File: config.mk
export PLATFORM = sky130hd
export DESIGN_NAME = poly_note_player_flat
export DESIGN_NICKNAME = d
export VERILOG_FILES = /design/src/rtl/poly_note_player_if.sv /design/src/rtl/poly_note_player.sv /design/src/flat_wrapper.sv
export SDC_FILE = /design/constraint.sdc
export NUM_CORES = 1
export LEC_CHECK = 0
export ABC_AREA = 1
export BUFFER_PORTS_ARGS = -buffer_cell sky130_fd_sc_hd__clkbuf_2
export CELL_PAD_IN_SITES_DETAIL_PLACEMENT = 0
export CELL_PAD_IN_SITES_GLOBAL_PLACEMENT = 1
export CORE_AREA = 3 3 216 218
export DETAILED_ROUTE_END_ITERATION = 12
export DIE_AREA = 0 0 219 221
export GPL_TIMING_DRIVEN = 0
export PLACE_DENSITY_LB_ADDON = 0.15
export SKIP_LAST_GASP = 1
export SLEW_MARGIN = 10
export SYNTH_ARGS = -nofsm -noshare
export SYNTH_HDL_FRONTEND = slang
export SYNTH_SLANG_ARGS = --single-unit
export TNS_END_PERCENT = 10
File: constraint.sdc
create_clock -name clk -period 6.4 [get_ports clk]
set_clock_uncertainty 0.05 [all_clocks]
set_input_delay 0.64 -clock clk [delete_from_list [all_inputs] [get_ports clk]]
set_output_delay 0.64 -clock clk [all_outputs]
set_load 0.005 [all_outputs]
File: src/rtl/poly_note_player_if.sv
`default_nettype none
// ============================================================================
// Module   : poly_note_player_if
// Brief    : Control/sample bus of the polyphonic note player: note loads,
//            beat and sample-request pulses, step-ROM port, voice status and
//            mixed sample output.
// Revision : 1.0 - initial release
// ============================================================================
interface poly_note_player_if #(
    parameter int NUM_VOICES = 4,
    parameter int NOTE_W     = 6,
    parameter int DUR_W      = 6,
    parameter int PHASE_W    = 20,
    parameter int SAMPLE_W   = 16
) ();
    localparam int VOICE_W = $clog2(NUM_VOICES);

    logic                  play_enable;
    logic                  load_new_note;
    logic [VOICE_W-1:0]    load_voice;
    logic [NOTE_W-1:0]     note_to_load;
    logic [DUR_W-1:0]      duration_to_load;
    logic                  wave_to_load;
    logic                  beat;
    logic                  generate_next_sample;
    logic [NOTE_W-1:0]     step_note;
    logic [PHASE_W-1:0]    step_value;
    logic [NUM_VOICES-1:0] voice_busy;
    logic [NUM_VOICES-1:0] done_with_note;
    logic [SAMPLE_W-1:0]   sample_out;
    logic                  new_sample_ready;

    // Sequencer / codec side
    modport master (
        output play_enable, load_new_note, load_voice, note_to_load,
               duration_to_load, wave_to_load, beat, generate_next_sample,
               step_value,
        input  step_note, voice_busy, done_with_note, sample_out,
               new_sample_ready
    );

    // Player side
    modport slave (
        input  play_enable, load_new_note, load_voice, note_to_load,
               duration_to_load, wave_to_load, beat, generate_next_sample,
               step_value,
        output step_note, voice_busy, done_with_note, sample_out,
               new_sample_ready
    );
endinterface
`default_nettype wire

File: src/rtl/poly_note_player.sv
`default_nettype none
// ============================================================================
// Module   : poly_note_player
// Brief    : NUM_VOICES-voice note player. Each voice keeps a note, a beat
//            countdown, a waveform select and a phase accumulator. A sample
//            request sweeps the voices one per cycle through a shared
//            note-to-step ROM port, sums their contributions and emits the
//            scaled mix with a one-cycle ready strobe.
// Revision : 1.0 - initial release
// ============================================================================
module poly_note_player #(
    parameter int NUM_VOICES = 4,
    parameter int NOTE_W     = 6,
    parameter int DUR_W      = 6,
    parameter int PHASE_W    = 20,
    parameter int SAMPLE_W   = 16
) (
    input  wire logic          clk,
    input  wire logic          reset,
    poly_note_player_if.slave  bus
);
    localparam int VOICE_W = $clog2(NUM_VOICES);
    localparam int ACC_W   = SAMPLE_W + VOICE_W;

    localparam logic [SAMPLE_W-1:0] c_SQ_HIGH = {1'b0, {(SAMPLE_W-1){1'b1}}};
    localparam logic [SAMPLE_W-1:0] c_SQ_LOW  = {1'b1, {(SAMPLE_W-1){1'b0}}};
    localparam logic [VOICE_W-1:0]  c_LAST    = VOICE_W'(NUM_VOICES - 1);

    typedef enum logic [1:0] {
        S_IDLE  = 2'd0,
        S_SWEEP = 2'd1,
        S_OUT   = 2'd2
    } state_t;

    state_t r_state, w_state_next;

    // Per-voice state
    logic [NOTE_W-1:0]  r_note      [NUM_VOICES];
    logic [DUR_W-1:0]   r_remaining [NUM_VOICES];
    logic [PHASE_W-1:0] r_phase     [NUM_VOICES];
    logic [NUM_VOICES-1:0] r_wave;
    logic [NUM_VOICES-1:0] r_active;
    logic [NUM_VOICES-1:0] r_done;

    // Sweep datapath
    logic [VOICE_W-1:0]   r_idx;
    logic signed [ACC_W-1:0] r_acc;
    logic [SAMPLE_W-1:0]  r_sample_out;

    logic [NUM_VOICES-1:0] w_load;
    logic [NUM_VOICES-1:0] w_hit;
    logic [NUM_VOICES-1:0] w_tick;
    logic                  w_start;
    logic [PHASE_W-1:0]    w_sel_phase;
    logic [SAMPLE_W-1:0]   w_top;
    logic [SAMPLE_W-1:0]   w_contrib;
    logic signed [ACC_W-1:0] w_acc_next;
    logic signed [ACC_W-1:0] w_acc_shr;

    assign w_start = bus.generate_next_sample && bus.play_enable;

    // Per-voice event decode: load target, voice under sweep, beat tick
    always_comb begin
        w_load = '0;
        w_hit  = '0;
        w_tick = '0;
        for (int v = 0; v < NUM_VOICES; v++) begin
            w_load[v] = bus.load_new_note && (bus.load_voice == VOICE_W'(v));
            w_hit[v]  = (r_state == S_SWEEP) && (r_idx == VOICE_W'(v)) && r_active[v];
            w_tick[v] = bus.beat && bus.play_enable && r_active[v];
        end
    end

    // Contribution of the voice under sweep, from its pre-increment phase
    always_comb begin
        w_sel_phase = r_phase[r_idx];
        w_top       = w_sel_phase[PHASE_W-1 -: SAMPLE_W];
        w_contrib   = '0;
        if (r_active[r_idx]) begin
            if (r_wave[r_idx])
                w_contrib = w_sel_phase[PHASE_W-1] ? c_SQ_LOW : c_SQ_HIGH;
            else
                w_contrib = {~w_top[SAMPLE_W-1], w_top[SAMPLE_W-2:0]};
        end
        w_acc_next = r_acc + $signed({{VOICE_W{w_contrib[SAMPLE_W-1]}}, w_contrib});
        w_acc_shr  = w_acc_next >>> VOICE_W;
    end

    // Voice state: a load beats both the phase step and the beat countdown
    always_ff @(posedge clk or posedge reset) begin
        if (reset) begin
            for (int v = 0; v < NUM_VOICES; v++) begin
                r_note[v]      <= '0;
                r_remaining[v] <= '0;
                r_phase[v]     <= '0;
            end
            r_wave   <= '0;
            r_active <= '0;
            r_done   <= '0;
        end else begin
            for (int v = 0; v < NUM_VOICES; v++) begin
                r_done[v] <= 1'b0;
                if (w_load[v]) begin
                    r_note[v]      <= bus.note_to_load;
                    r_remaining[v] <= bus.duration_to_load;
                    r_wave[v]      <= bus.wave_to_load;
                    r_phase[v]     <= '0;
                    r_active[v]    <= (bus.duration_to_load != '0);
                end else begin
                    if (w_hit[v])
                        r_phase[v] <= r_phase[v] + bus.step_value;
                    if (w_tick[v]) begin
                        r_remaining[v] <= r_remaining[v] - DUR_W'(1);
                        if (r_remaining[v] == DUR_W'(1)) begin
                            r_active[v] <= 1'b0;
                            r_done[v]   <= 1'b1;
                        end
                    end
                end
            end
        end
    end

    // Sample FSM state register
    always_ff @(posedge clk or posedge reset) begin
        if (reset)
            r_state <= S_IDLE;
        else
            r_state <= w_state_next;
    end

    // Sample FSM next state and outputs
    always_comb begin
        w_state_next         = r_state;
        bus.new_sample_ready = 1'b0;
        bus.step_note        = r_note[0];
        case (r_state)
            S_IDLE: begin
                if (w_start)
                    w_state_next = S_SWEEP;
            end
            S_SWEEP: begin
                bus.step_note = r_note[r_idx];
                if (r_idx == c_LAST)
                    w_state_next = S_OUT;
            end
            S_OUT: begin
                bus.new_sample_ready = 1'b1;
                w_state_next         = S_IDLE;
            end
            default: w_state_next = S_IDLE;
        endcase
    end

    // Sweep index, accumulator and held output sample; the sample register
    // is loaded on the edge entering OUT so it changes with the ready strobe
    always_ff @(posedge clk or posedge reset) begin
        if (reset) begin
            r_idx        <= '0;
            r_acc        <= '0;
            r_sample_out <= '0;
        end else begin
            if (r_state == S_IDLE && w_start) begin
                r_idx <= '0;
                r_acc <= '0;
            end else if (r_state == S_SWEEP) begin
                r_idx <= r_idx + VOICE_W'(1);
                r_acc <= w_acc_next;
                if (r_idx == c_LAST)
                    r_sample_out <= w_acc_shr[SAMPLE_W-1:0];
            end
        end
    end

    assign bus.voice_busy     = r_active;
    assign bus.done_with_note = r_done;
    assign bus.sample_out     = r_sample_out;

endmodule
`default_nettype wire

File: src/flat_wrapper.sv
// flat-port wrapper written by rule: the top's interface ports become plain ports
module poly_note_player_flat 
#(
    parameter int NUM_VOICES = 4,
    parameter int NOTE_W     = 6,
    parameter int DUR_W      = 6,
    parameter int PHASE_W    = 20,
    parameter int SAMPLE_W   = 16
)
  (clk, reset, bus_play_enable, bus_load_new_note, bus_load_voice, bus_note_to_load, bus_duration_to_load, bus_wave_to_load, bus_beat, bus_generate_next_sample, bus_step_value, bus_step_note, bus_voice_busy, bus_done_with_note, bus_sample_out, bus_new_sample_ready);
  poly_note_player_if #(.NUM_VOICES(NUM_VOICES), .NOTE_W(NOTE_W), .DUR_W(DUR_W), .PHASE_W(PHASE_W), .SAMPLE_W(SAMPLE_W)) bus_i ();
  input  wire logic clk;
  input  wire logic reset;
  input wire logic [$bits(bus_i.play_enable)-1:0] bus_play_enable;
  input wire logic [$bits(bus_i.load_new_note)-1:0] bus_load_new_note;
  input wire logic [$bits(bus_i.load_voice)-1:0] bus_load_voice;
  input wire logic [$bits(bus_i.note_to_load)-1:0] bus_note_to_load;
  input wire logic [$bits(bus_i.duration_to_load)-1:0] bus_duration_to_load;
  input wire logic [$bits(bus_i.wave_to_load)-1:0] bus_wave_to_load;
  input wire logic [$bits(bus_i.beat)-1:0] bus_beat;
  input wire logic [$bits(bus_i.generate_next_sample)-1:0] bus_generate_next_sample;
  input wire logic [$bits(bus_i.step_value)-1:0] bus_step_value;
  output wire logic [$bits(bus_i.step_note)-1:0] bus_step_note;
  output wire logic [$bits(bus_i.voice_busy)-1:0] bus_voice_busy;
  output wire logic [$bits(bus_i.done_with_note)-1:0] bus_done_with_note;
  output wire logic [$bits(bus_i.sample_out)-1:0] bus_sample_out;
  output wire logic [$bits(bus_i.new_sample_ready)-1:0] bus_new_sample_ready;
  assign bus_i.play_enable = bus_play_enable;
  assign bus_i.load_new_note = bus_load_new_note;
  assign bus_i.load_voice = bus_load_voice;
  assign bus_i.note_to_load = bus_note_to_load;
  assign bus_i.duration_to_load = bus_duration_to_load;
  assign bus_i.wave_to_load = bus_wave_to_load;
  assign bus_i.beat = bus_beat;
  assign bus_i.generate_next_sample = bus_generate_next_sample;
  assign bus_i.step_value = bus_step_value;
  assign bus_step_note = bus_i.step_note;
  assign bus_voice_busy = bus_i.voice_busy;
  assign bus_done_with_note = bus_i.done_with_note;
  assign bus_sample_out = bus_i.sample_out;
  assign bus_new_sample_ready = bus_i.new_sample_ready;
  poly_note_player #(.NUM_VOICES(NUM_VOICES), .NOTE_W(NOTE_W), .DUR_W(DUR_W), .PHASE_W(PHASE_W), .SAMPLE_W(SAMPLE_W)) u_core (.clk(clk), .reset(reset), .bus(bus_i));
endmodule
==> Word level (Yosys, flattened, before mapping) <==
Cells that the tools add are included.
W data, S select, Z words.
{ "totals": {"reg_bits": 178, "latchBits": 0, "mem_bits_rw": 0, "rom_bits": 0, "input_bits": 41, "out_inout_bits": 31, "word_cells": 158, "mem_count": 0} }
{ "classes": {"addsub": 10, "multipliers": 0, "div_mod_pow": 0, "order_cmp": 2, "n_eq_ne": 14, "shifts": 0, "muxes": 62, "bitwise": 3, "n_reduce_logical": 42} }
{ "ops": {"columns": ["op", "count"], "rows": [
  ["$mux W20", 10],
  ["$add A20 B20 Y20", 4],
  ["$mux W6", 11],
  ["$mux W16", 3],
  ["$bmux W20 S2", 1],
  ["$mux W18", 2],
  ["$mux W1", 27],
  ["$reduce_bool A2 Y1", 13],
  ["$eq A6 B1 Y1 const B", 4],
  ["$sub A6 B1 Y6 const B", 4],
  ["$logic_and A1 B1 Y1", 19],
  ["$add A18 B16 Y18", 1],
  ["$bmux W6 S2", 1],
  ["$eq A2 B2 Y1 const B", 5],
  ["$reduce_and A2 Y1", 5],
  ["$mux W2", 4],
  ["$eq A2 B1 Y1 const B", 3],
  ["$logic_not A2 Y1", 3],
  ["$reduce_bool A6 Y1", 1],
  ["$bmux W1 S2", 2],
  ["$pmux W2 S2", 1],
  ["$ge A3 B3 Y1 const B", 1],
  ["$lt A2 B3 Y1 const B", 1],
  ["$not A2 Y3", 1],
  ["other kinds (5)", 6]
]} }

==> Longest topological paths before layout <==
Gate-level depths: netlist of the first run.
{ "depth": {"ltp_word": 10, "ltp_mapped": 22, "depth_no_buf": 21} }

==> Least setup slack after synthesis of the first run <==
Ideal clock, no wire load.
{ "synth_path": {"kind": "register to register", "start": "reg u_core.r_idx[0]", "end": "reg u_core.r_sample_out[10] (netlist: u_core.bus.sample_out[10])", "setup_time_ps": 117, "arrival_time_ps": 2624, "required_time_ps": 6233, "slack_ps": 3609, "stages_incl_launch_ff": 20, "n_path_buf": 3, "period_less_slack_ps": 2791, "cell_sequence": "dfrtp_1 buf_6 inv_6 buf_6 o21ai_1 nand2_1 nand2_2 buf_2 a31oi_1 ha_1 fa_1 nand3_1 nand2_1 nand2_1 nand2_1 nand2_1 nand2_1 or2_1 nand3_1 nand2_1"} }
{ "synth_via": {"elab_chain_len": 8, "word_cells_on_any_way": 14, "classes_between": "add/sub: 1; eq/ne: 1; mux: 10; bitwise: 1; reduce/logical: 1"} }
{ "synth_lines": {"columns": ["item", "line_no", "rtl"], "rows": [
  ["from (decl)", "poly_note_player.sv:46", "logic [VOICE_W-1:0] r_idx;"],
  ["from (signal assigned)", "poly_note_player.sv:167", "r_idx <= r_idx + VOICE_W'(1);"],
  ["$not A2 Y3 (not written as such)", "poly_note_player.sv:76", "w_sel_phase = r_phase[r_idx];"],
  ["$bmux W20 S2", "poly_note_player.sv:76", null],
  ["$mux W20 (not written as such) (2 in a row)", "poly_note_player.sv:76", null],
  ["$mux W16", "poly_note_player.sv:81", "w_contrib = w_sel_phase[PHASE_W-1] ? c_SQ_LOW : c_SQ_HIGH;"],
  ["$mux W16", "poly_note_player.sv:80", "if (r_wave[r_idx])"],
  ["$mux W16", "poly_note_player.sv:79", "if (r_active[r_idx]) begin"],
  ["$add A18 B16 Y18", "poly_note_player.sv:85", "w_acc_next = r_acc + $signed({{VOICE_W{w_contrib[SAMPLE_W-1]}}, w_contrib});"],
  ["to (signal assigned)", "poly_note_player.sv:170", "r_sample_out <= w_acc_shr[SAMPLE_W-1:0];"],
  ["to (decl)", "poly_note_player.sv:48", "logic [SAMPLE_W-1:0] r_sample_out;"]
]} }
Several ways; a longest one is shown, not always the timed one. The select of a mux whose other input is x is not followed.
A chain may end at the register's enable or synchronous reset.

==> Worst setup path in the final report of the first run <==
{ "layout_path": {"start": "reg u_core.r_idx[0]", "end": "reg u_core.r_acc[16]"} }
{ "layout_via": {"elab_chain_len": 10, "word_cells_on_any_way": 15, "classes_between": "add/sub: 1; mux: 12; bitwise: 2"} }
{ "layout_lines": {"columns": ["item", "line_no", "rtl"], "rows": [
  ["$not A2 Y3 (not written as such)", "poly_note_player.sv:76", null],
  ["$bmux W20 S2", "poly_note_player.sv:76", null],
  ["$mux W20 (not written as such) (2 in a row)", "poly_note_player.sv:76", null],
  ["$mux W16 or $not A1 Y1 (tied branches)", "poly_note_player.sv:81, poly_note_player.sv:83", null],
  ["$mux W16", "poly_note_player.sv:80", null],
  ["$mux W16 (*)", "poly_note_player.sv:79", null],
  ["$add A18 B16 Y18 (*)", "poly_note_player.sv:85", null],
  ["$mux W18 (*)", "poly_note_player.sv:166", "end else if (r_state == S_SWEEP) begin"],
  ["$mux W18 (*)", "poly_note_player.sv:163", "if (r_state == S_IDLE && w_start) begin"],
  ["to (signal assigned)", "poly_note_player.sv:168", "r_acc <= w_acc_next;"],
  ["to (decl)", "poly_note_player.sv:47", "logic signed [ACC_W-1:0] r_acc;"]
]} }
Mark *: on every way between the ends. The rest lies on a longest branch, timed or not. The select of a mux whose other input is x is not followed.

==> results of run 1 <==
[final cells by class]
type / instances / area share
multi-input cells: 1541 / 0.526
well taps: 600 / 0.0492
repair buffers: 73 / 0.0269
flip-flops and latches: 178 / 0.292
plain buffers: 43 / 0.0150
inverters: 191 / 0.0480
clock inverters: 14 / 0.0140
clock buffers: 18 / 0.0288
[metrics by stage]
step / util / setup TNS (ns) / worst slack [ns] / power, mW / cells
finish: 0.339 / 0 / 2.53 / 7.75 / 2658
global route: 0.339 / 0 / 2.27 / 8.56 / 2658
CTS: 0.339 / 0 / 2.56 / 7.81 / 2658
detailed placement: 0.324 / 0 / 2.56 / 6.52 / 2626
global placement: 0.323 / -367.35 / -2.09 / 6.50 / 2624
floorplan: - / 0 / 0.880 / 5.10 / 1953
[cell families after synthesis]
family,share of synthesized area
XOR/XNOR,0.0182
AO/OA/AOI/OAI,0.164
buffers and inverters,0.0709
adder cells (fa/ha/maj),0.105
AND/OR/NAND/NOR,0.310
flip-flops,0.331
[routing by layer]
layer / GRT usage / share of wire / vias to the layer above / wire length, µm
met5: 0 / 0 / - / 0
met3: 0.0346 / 0.033 / 48 / 1640
met1: 0.294 / 0.49 / 6243 / 24200
met2: 0.324 / 0.45 / 244 / 22300
met4: 0.0627 / 0.026 / 0 / 1290
li1: - / - / 6704 / -
[where the power goes]
group | internal, mW | switching (mW)
Combinational | 1.56 | 3.05
Sequential | 1.55 | 0.355
Clock | 0.679 | 0.553
[registers in the layout (all words and copies together), names as in the netlist]
name and flops:
u_core.r_idx 2, u_core.r_state 2, u_core.r_acc 18, u_core.r_remaining 24, u_core.bus.done_with_note 4, u_core.r_note 24, u_core.r_wave 4, u_core.bus.sample_out 16
u_core.r_phase 80, u_core.bus.voice_busy 4
[how the worst max path moves through the flow]
stage | startpoint | to | slack [ns] | depth (start not counted)
after floorplan | reset | u_core.bus.done_with_note[0] | 0.88 | 1
after global placement | reset | u_core.bus.sample_out[10] | -2.09 | 2
after detailed placement | u_core.r_idx[0] | u_core.bus.sample_out[10] | 2.56 | 17
after CTS | u_core.r_idx[0] | u_core.bus.sample_out[10] | 2.56 | 17
after global routing | u_core.r_idx[0] | u_core.bus.sample_out[14] | 2.27 | 18
final | u_core.r_idx[0] | u_core.r_acc[16] | 2.53 | 17
[worst reg2reg max path, cell delays in order, from the launching register on]
cell and delay (ns):
dfrtp_1 0.42, buf_6 0.15, inv_6 0.09, buf_6 0.16
clkbuf_1 0.59, o21ai_0 0.37, a31oi_1 0.41, ha_1 0.32
fa_1 0.33, nand3_1 0.11, nand2_1 0.13, nand2_1 0.06
nand2_1 0.16, nand3_1 0.14, nand3_1 0.11, nand2_1 0.07
nand2_1 0.06, nand2_1 0.05
[cells in the final DEF, fill, tap and decap left out, types with 9 or more instances in the layout]
master,n
o21ai_1,19
inv_1,181
xnor2_1,14
nand2_1,590
o21bai_1,14
dfrtp_1,178
clkbuf_1,19
o221ai_1,15
ha_1,105
a31oi_1,15
o211ai_1,9
clkbuf_2,71
nor3_1,13
nand4_1,25
o21ai_0,160
a21oi_1,141
xor2_1,14
clkbuf_16,17
nor2_1,185
buf_2,15
nand3_1,149
==> key figures, run 1 <==
Timing
  – Hold WS: 0.0460 ns
  – Max Clock Freq: 0.258 GHz
  – RSZ-0062 raised after global routing: no
  – Period utilisation layout: 0.605
  – Final Hold Viols: 0
  – Period minus WS final: 3.87 ns
  – Final Max Tran Viols: 0
  – Worst-Margin Slew: 0.840 ns
  – Endpoints failing setup: 0
  – Slew margin rel.: 0.435

Critical path
  – Crit Reg-Reg Endpoint: u_core.r_acc[16]
  – CP arrival: 4.21 ns
  – Critical-path maximum fanout: 11
  – Worst Setup End Kind: register
  – Crit start category: register
  – Worst path most repeated cell: nand2_1
  – R2r setup slk: 2.53 ns
  – Buf+Inv Stages, Crit Path: 4
  – Critical setup path kind: reg -> reg
  – CP Data Required Time: 6.74 ns
  – Max incr delay on CP: 0.59 ns
  – Slowest CP cell: clkbuf_1
  – Reg-to-Reg Start: u_core.r_idx[0]
  – CP cell instances: buf_6, inv_6, buf_6, clkbuf_1, o21ai_0, a31oi_1, ha_1, fa_1, nand3_1, nand2_1, nand2_1, nand2_1, nand3_1, nand3_1, nand2_1, nand2_1, nand2_1
  – Reg2Reg Depth: 17
  – Delay-heaviest family, CP: buffers and inverters

Drt
  – Drc violations: 0
  – DR pass1 iterations: 5
  – Vias per cell: 4.98
  – Vias post-DR: 13200
  – Drt wl/cell: 18.6 µm
  – Initial drt markers: 857
  – Routed Antenna Nets: 0
  – Routed WL: 49500 µm

Finish
  – Multi-input gate area: 0.00803 mm²
  – N_diodes: 0
  – Layout cells sized above 1: 0.0758
  – Seq. cell area: 0.00445 mm²
  – Final nets: 2196
  – Fill cell count: 5019
  – Synthesis-to-finish area growth: 13.6%
  – Fin area: 0.0153 mm²

Global routing
  – Antenna violations before repair: 0
  – Gr ovfl total: 0
  – GRT Overall Usage: 0.208
  – Largest net degree at the start of global routing: 78
  – Vias in the first global route: 12900
  – First-pass GRT wire length: 76200 µm

Power and ir drop
  – Leak Pwr: 7.87 nW
  – Worst vdd ir: 206 µV
  – PD cells: 508 mW/mm²

Die
  – Die X: 219 µm
  – Height of the chip: 221 µm
  – DIE AREA: 0.0484 mm²
  – Ports: 72
  – Starting Density: 0.298
  – Rows: 78
  – Core ar.: 0.0451 mm²

Yosys
  – Biggest area consumer among synthesized cells: dfrtp_1
  – Top-area cell type share of the netlist area: 0.331
  – Share of flip-flops with an asynchronous set or reset: 1.00
  – Synth Warn #: 0
  – Top-count cell post-synth: nand2_1
  – Area contributors post-synth: dfrtp_1 (33%), nand2_1 (16%), ha_1 (9.8%)
  – Sequential area share after synthesis: 0.331
  – Yosys cell types: 47
  – Post-synthesis instance area: 0.0134 mm²
  – Syn nets: 2104
  – Synthesized flop and latch total: 178
  – Number of flops mapped to enable cells by yosys: 0
  – Commonest cells post-synth: nand2_1 (590), nor2_1 (185), inv_1 (182), dfrtp_1 (178), o21ai_0 (160)
  – Synth Flop Type: dfrtp_1
  – Cells after Synth: 1953
  – Average cell area after synthesis: 6.88 µm²

CTS
  – CTS tree: built
  – Bufs on Longest Clock Path: 2
  – Clk pin slew, worst setup/hold paths: 0.08 ns
  – Number of cells upsized or downsized after cts: 0
  – CTS sink count: 178
  – Post-CTS Hold Buffers: 0
  – Worst skew pair latency: 0.49 ns
  – # H-tree levels: 4
  – CTS root buf: clkbuf_16
  – Post-CTS Setup Bufs: 0
  – TritonCTS Buffers: 17

Place
  – Port Buffers: 71
  – Gpl congestion: 0.868
  – DP Wirelength: 38100 µm
  – Placed Area: 0.0146 mm²

Flow run
  – Max-Cap Viols: 0

Outcome
  – Status: finished, final reports clean

Hold path
  – Hold crit path type: in -> async
(Power assumes the default switching activity.)
==> inputs of run 2 (changes only) <==
==> constraint.sdc (replaced) <==
create_clock -name clk -period 3.33 [get_ports clk]
set_clock_uncertainty 0.05 [all_clocks]
set_input_delay 0.333 -clock clk [delete_from_list [all_inputs] [get_ports clk]]
set_output_delay 0.333 -clock clk [all_outputs]
set_load 0.005 [all_outputs]
==> key figures, run 2 (synthesis gave the netlist of run 1 again) <==
Outcome
  – Status: finished, final reports clean (unchanged)

Timing
  – Max Clock Freq: 0.318 GHz (was 0.258 GHz)
  – Setup TNS after final layout: 0 ns (unchanged)
  – RSZ-0062 raised after global routing: yes (was no)
  – Endpoints failing setup: 0 (unchanged)
  – Final Max Tran Viols: 0 (unchanged)
  – Final Hold Viols: 0 (unchanged)
  – Period minus WS final: 3.14 ns (was 3.87 ns)
  – Period utilisation layout: 0.943 (was 0.605)
  – Slew margin rel.: 0.450 (was 0.435)
  – Worst-Margin Slew: 0.819 ns (was 0.840 ns)

Place
  – Gpl congestion: 0.856 (was 0.868)
  – Port Buffers: 71 (unchanged)
  – DP Wirelength: 38200 µm (was 38100 µm)

Die
  – Ports: 72 (unchanged)
  – Starting Density: 0.298 (unchanged)
  – Height of the chip: 221 µm (unchanged)
  – DIE AREA: 0.0484 mm² (unchanged)
  – Rows: 78 (unchanged)
  – Die X: 219 µm (unchanged)
  – Core ar.: 0.0451 mm² (unchanged)

Critical path
  – Critical setup path kind: reg -> reg (unchanged)
  – Critical-path maximum fanout: 10 (was 11)
  – R2r setup slk: 0.19 ns (was 2.53 ns)
  – Crit start category: register (unchanged)
  – Reg-to-Reg Start: u_core.r_idx[0] (unchanged)
  – Crit path from: u_core.r_idx[0] (unchanged)
  – CP Data Required Time: 3.63 ns (was 6.74 ns)
  – CP arrival: 3.44 ns (was 4.21 ns)
  – Worst Setup End Kind: register (unchanged)

CTS
  – CTS root buf: clkbuf_16 (unchanged)
  – Bufs on Longest Clock Path: 2 (unchanged)
  – TritonCTS Buffers: 17 (unchanged)
  – Clk pin slew, worst setup/hold paths: 0.07 ns (was 0.08 ns)
  – CTS tree: built (unchanged)
  – Worst skew pair latency: 0.46 ns (was 0.49 ns)
  – # H-tree levels: 4 (unchanged)
  – CTS sink count: 178 (unchanged)

Finish
  – Regs by FF count: u_core.r_phase (80), u_core.r_note (24), u_core.r_remaining (24) (unchanged)
  – Max reg flops: 80 (unchanged)
  – Multi-input gate area: 0.00817 mm² (was 0.00803 mm²)
  – Final core utilization: 0.343 (was 0.339)
  – Fill cell count: 5033 (was 5019)
  – Synthesis-to-finish area growth: 15.2% (was 13.6%)
  – Seq. cell area: 0.00445 mm² (unchanged)
  – N_diodes: 0 (unchanged)
  – Commonest non-fill, non-tap cell in the layout: nand2_1 (unchanged)
  – Final nets: 2201 (was 2196)
  – Top reg by flops: u_core.r_phase (unchanged)
  – Layout cells sized above 1: 0.0926 (was 0.0758)
  – Most frequent cells in the layout: nand2_1 (589), nor2_1 (185), inv_1 (181) (was nand2_1 (590), nor2_1 (185), inv_1 (181))

Global routing
  – Largest net degree at the start of global routing: 36 (was 78)
  – Gr ovfl total: 0 (unchanged)
  – Antenna violations before repair: 0 (unchanged)
  – GRT Overall Usage: 0.205 (was 0.208)
  – Vias in the first global route: 12900 (about the same)
  – First-pass GRT wire length: 75600 µm (was 76200 µm)

Drt
  – Routed Antenna Nets: 0 (unchanged)
  – Vias post-DR: 13300 (was 13200)
  – Drt wl/cell: 18.6 µm (about the same)
  – Initial drt markers: 828 (was 857)
  – Vias per cell: 4.98 (about the same)
  – Drc violations: 0 (unchanged)
  – DR pass1 iterations: 5 (unchanged)
  – Routed WL: 49400 µm (was 49500 µm)

Flow run
  – Max-Cap Viols: 0 (unchanged)

Power and ir drop
  – Leak Pwr: 7.91 nW (was 7.87 nW)
  – PD cells: 980 mW/mm² (was 508 mW/mm²)
  – Total power: 15.2 mW (was 7.75 mW)
  – Worst vdd ir: 372 µV (was 206 µV)

Hold path
  – Hold_sp: bus_note_to_load[5]
  – Hold crit path type: in -> reg (was in -> async)
## run 2: cell count changes in the layout (fill, tap and decap cells not counted), moves of 4 or more
cell	before	now
ha_1	105	100
buf_12	0	5
a31oi_2	0	7
o21ai_1	19	31
ha_2	0	5
o21ai_0	160	144
a31oi_1	15	6
clkinv_4	0	4
buf_2	15	11
clkbuf_2	71	76
inv_6	7	1
clkbuf_1	19	13
## run 2: critical path, cell delays in order (launching register included)
cell,delay [ns]
dfrtp_1,0.40
buf_6,0.16
inv_6,0.06
buf_6,0.15
o21ai_1,0.16
nand2_2,0.12
nand2_4,0.13
buf_8,0.18
a31oi_4,0.06
ha_2,0.24
fa_2,0.41
nand3_1,0.10
nand2_1,0.10
nand2_1,0.08
nand2_1,0.13
nand2_1,0.09
nand2_1,0.05
or2_1,0.22
nand3_1,0.07
nand2_1,0.05
## run 2: final timing paths
check | endpoint | depth (start not counted)
worst min-delay path | u_core.r_note[11] | 3
max in group asynchronous | u_core.r_acc[14] | 5
worst max register to register | u_core.bus.sample_out[10] | 19
worst max-delay path | u_core.bus.sample_out[10] | 19
worst min register to register | u_core.bus.sample_out[10] | 2
min in group asynchronous | u_core.r_phase[43] | 3
## run 2: layout make-up
cell class | instances | share of cell area
well taps | 600 | 0.0485
clock buffers | 18 | 0.0277
flip-flops and latches | 178 | 0.288
multi-input cells | 1541 | 0.528
inverters | 191 | 0.0470
plain buffers | 43 | 0.0178
repair buffers | 78 | 0.0306
clock inverters | 14 | 0.0130
## run 2: power by group
group / switching (mW) / internal (mW) / leakage, nW
Clock: 1.06 / 1.21 / 0.301
Sequential: 0.693 / 2.99 / 2.30
Combinational: 6.00 / 3.21 / 5.31
## run 2: metrics by stage
| stage | instances | setup WS (ns) | hold slack [ns] | instance area [µm²] |
|---|---|---|---|---|
| after floorplan | 1953 | 0.539 | 0.398 | 13400 |
| after global placement | 2624 | -0.898 | 0.412 | 14600 |
| after detailed placement | 2629 | -0.488 | 0.401 | 14700 |
| after CTS | 2662 | -0.0264 | 0.112 | 15400 |
| after global routing | 2663 | -0.0367 | 0.131 | 15500 |
| final | 2663 | 0.189 | 0.125 | 15500 |
## run 2: what timing repair did
action	in CTS	in global routing
setup endpoints to repair	31	28
resized for setup	20	52
hold buffers	1	0
hold endpoints to repair	21	0
pin swaps	1	4
setup buffers	0	1
## run 2: per-layer routing
metal,GRT usage,routed length (µm),vias to the layer above
met5,0,0,-
met4,0.0688,1420,0
met3,0.0295,1880,58
met2,0.326,22300,266
met1,0.286,23800,6233
li1,-,-,6710
==> inputs of run 3 (changes only) <==
==> constraint.sdc (replaced) <==
create_clock -name clk -period 3.8 [get_ports clk]
set_clock_uncertainty 0.05 [all_clocks]
set_input_delay 0.38 -clock clk [delete_from_list [all_inputs] [get_ports clk]]
set_output_delay 0.38 -clock clk [all_outputs]
set_load 0.005 [all_outputs]
==> key figures, run 3 (synthesis gave the netlist of run 1 again) <==
Outcome
  – Status: finished, final reports clean (unchanged)

Finish
  – Max reg flops: 80 (unchanged)
  – Regs by FF count: u_core.r_phase (80), u_core.r_note (24), u_core.r_remaining (24) (unchanged)
  – Fill cell count: 5036 (was 5033)
  – N_diodes: 0 (unchanged)
  – Most frequent cells in the layout: nand2_1 (590), nor2_1 (185), inv_1 (181) (was nand2_1 (589), nor2_1 (185), inv_1 (181))
  – Top reg by flops: u_core.r_phase (unchanged)
  – Final nets: 2200 (was 2201)
  – Commonest non-fill, non-tap cell in the layout: nand2_1 (unchanged)
  – Multi-input gate area: 0.00803 mm² (was 0.00817 mm²)
  – Seq. cell area: 0.00445 mm² (unchanged)
  – Synthesis-to-finish area growth: 13.8% (was 15.2%)
  – Layout cells sized above 1: 0.0776 (was 0.0926)

Critical path
  – CP Data Required Time: 4.10 ns (was 3.63 ns)
  – Slowest CP cell: buf_1 (was fa_2)
  – R2r setup slk: 0.20 ns (was 0.19 ns)
  – Crit path from: u_core.r_idx[1] (was u_core.r_idx[0])
  – Reg2Reg Depth: 16 (was 19)
  – Delay-heaviest family, CP: simple AND/OR/NAND/NOR gates (unchanged)
  – Worst Setup End Kind: register (unchanged)
  – Crit start category: register (unchanged)
  – Critical-path maximum fanout: 10 (unchanged)
  – CP arrival: 3.89 ns (was 3.44 ns)
  – Buf+Inv Stages, Crit Path: 2 (was 4)
  – CP cell instances: buf_4, buf_1, nor2_1, o21ai_1, a31oi_1, ha_1, fa_1, nand3_1, nand2_1, nand2_1, nand2_1, nand2_1, nand2_1, or2_1, nand3_1, nand2_1 (was buf_6, inv_6, buf_6, o21ai_1, nand2_2, nand2_4, buf_8, a31oi_4, ha_2, fa_2, nand3_1, nand2_1, nand2_1, nand2_1, nand2_1, nand2_1, or2_1, nand3_1, nand2_1)
  – Worst path most repeated cell: nand2_1 (unchanged)
  – Crit Reg-Reg Endpoint: u_core.bus.sample_out[10] (unchanged)
  – Levels on crit path: 16 (was 19)
  – Max incr delay on CP: 0.51 ns (was 0.41 ns)
  – Critical setup path kind: reg -> reg (unchanged)
  – Crit path to: u_core.bus.sample_out[10] (unchanged)
  – Reg-to-Reg Start: u_core.r_idx[1] (was u_core.r_idx[0])

Timing
  – Worst-Margin Slew: 0.896 ns (was 0.819 ns)
  – Setup TNS after final layout: 0 ns (unchanged)
  – RSZ-0062 raised after global routing: yes (unchanged)
  – Period utilisation layout: 0.946 (was 0.943)
  – Max Clock Freq: 0.278 GHz (was 0.318 GHz)
  – Hold WS: 0.175 ns (was 0.125 ns)
  – Slew margin rel.: 0.403 (was 0.450)
  – Final Max Tran Viols: 0 (unchanged)
  – Final Hold Viols: 0 (unchanged)
  – Endpoints failing setup: 0 (unchanged)
  – Period minus WS final: 3.60 ns (was 3.14 ns)

Hold path
  – Hold crit path type: in -> reg (unchanged)

Global routing
  – Vias in the first global route: 12900 (about the same)
  – First-pass GRT wire length: 75500 µm (was 75600 µm)
  – Antenna violations before repair: 0 (unchanged)
  – Gr ovfl total: 0 (unchanged)
  – GRT Overall Usage: 0.205 (about the same)
  – Largest net degree at the start of global routing: 36 (unchanged)

CTS
  – Post-CTS Setup Bufs: 0 (unchanged)
  – # H-tree levels: 4 (unchanged)
  – CTS tree: built (unchanged)
  – Clk pin slew, worst setup/hold paths: 0.07 ns (about the same)
  – CTS root buf: clkbuf_16 (unchanged)
  – TritonCTS Buffers: 17 (unchanged)
  – Worst skew pair latency: 0.46 ns (about the same)
  – CTS sink count: 178 (unchanged)
  – Bufs on Longest Clock Path: 2 (unchanged)

Drt
  – Vias post-DR: 13300 (about the same)
  – Vias per cell: 4.99 (was 4.98)
  – Drc violations: 0 (unchanged)
  – DR pass1 iterations: 5 (unchanged)
  – Initial drt markers: 852 (was 828)
  – Routed Antenna Nets: 0 (unchanged)
  – Routed WL: 49400 µm (about the same)
  – Drt wl/cell: 18.5 µm (was 18.6 µm)

Power and ir drop
  – Sw Share: 0.514 (was 0.511)
  – Leak Pwr: 7.88 nW (was 7.91 nW)
  – Internal power: 6.32 mW (was 7.41 mW)
  – Power share of the sequential group: 0.247 (was 0.243)
  – Net Switching: 6.68 mW (was 7.76 mW)
  – Combinational power share: 0.599 (was 0.607)
  – Clk pwr share: 0.154 (was 0.150)
  – Worst vdd ir: 273 µV (was 372 µV)
  – Total power: 13.0 mW (was 15.2 mW)
  – PD cells: 850 mW/mm² (was 980 mW/mm²)

Die
  – Height of the chip: 221 µm (unchanged)
  – DIE AREA: 0.0484 mm² (unchanged)
  – Ports: 72 (unchanged)
  – Die X: 219 µm (unchanged)
  – Rows: 78 (unchanged)
  – Starting Density: 0.298 (unchanged)
  – Core ar.: 0.0451 mm² (unchanged)

Place
  – DP Wirelength: 38200 µm (unchanged)
  – Port Buffers: 71 (unchanged)
  – Gpl congestion: 0.856 (unchanged)

Flow run
  – Max-Cap Viols: 0 (unchanged)
## run 3: cell count changes in the layout (fill, tap and decap cells not counted), moves of 4 or more
| cell | change |
|---|---|
| ha_2 | -5 |
| a31oi_2 | -7 |
| a31oi_1 | +9 |
| clkbuf_1 | +5 |
| buf_2 | +4 |
| o21ai_1 | -11 |
| o21ai_0 | +15 |
| ha_1 | +5 |
## run 3: worst min-delay path, stage by stage
cell and delay, ns:
clkbuf_2 0.08, inv_1 0.09, o21ai_0 0.09
## run 3: what timing repair did
action                     CTS  global route
gates resized for setup      1             4
setup endpoints to repair    4            17
hold endpoints to repair    21             0
hold buffers                 1             0
## run 3: how the worst min path moves through the flow
| stage | from | to | slack [ns] | cells past startpoint |
|---|---|---|---|---|
| finish | bus_note_to_load[5] | u_core.r_note[11] | 0.18 | 3 |
| global route | bus_note_to_load[5] | u_core.r_note[5] | 0.18 | 3 |
| CTS | bus_note_to_load[5] | u_core.r_note[11] | 0.16 | 3 |
| detailed placement | u_core.r_note[6] | u_core.r_note[6] | 0.42 | 2 |
| global placement | u_core.r_note[11] | u_core.r_note[11] | 0.41 | 2 |
| floorplan | u_core.r_note[10] | u_core.r_note[10] | 0.40 | 2 |
## run 3: power by group through the flow
stage	sequential [mW]	clock, mW	combinational (mW)
2_1_floorplan	3.06	0	5.54
3_5_place_dp	3.25	0	7.75
5_1_grt	3.31	2.11	8.86
6_report	3.22	2.00	7.79
3_3_place_gp	3.24	0	7.72
4_1_cts	3.22	2.06	7.80
## run 3: routing by layer
| metal | up-vias | GRT usage | part of all wire | routed length [µm] |
|---|---|---|---|---|
| met5 | - | 0 | 0 | 0 |
| met4 | 0 | 0.0677 | 0.028 | 1390 |
| met3 | 57 | 0.0291 | 0.040 | 1980 |
| met2 | 269 | 0.326 | 0.45 | 22400 |
| met1 | 6273 | 0.286 | 0.48 | 23600 |
| li1 | 6689 | - | - | - |
## run 3: area by class of cell
type,count,share of cell area
plain buffers,43,0.0151
clock buffers,18,0.0281
clock inverters,14,0.0132
inverters,191,0.0476
multi-input cells,1541,0.525
flip-flops and latches,178,0.291
well taps,600,0.0491
repair buffers,77,0.0304
## run 3: stage by stage
step | area [µm²] | instances | setup slack, ns | utilization
3_3_place_gp | 14600 | 2624 | -0.475 | 0.323
2_1_floorplan | 13400 | 1953 | 1.01 | -
3_5_place_dp | 14700 | 2629 | -0.0179 | 0.325
5_1_grt | 15300 | 2662 | -0.0919 | 0.339
4_1_cts | 15300 | 2662 | 0.0512 | 0.339
6_report | 15300 | 2662 | 0.204 | 0.339
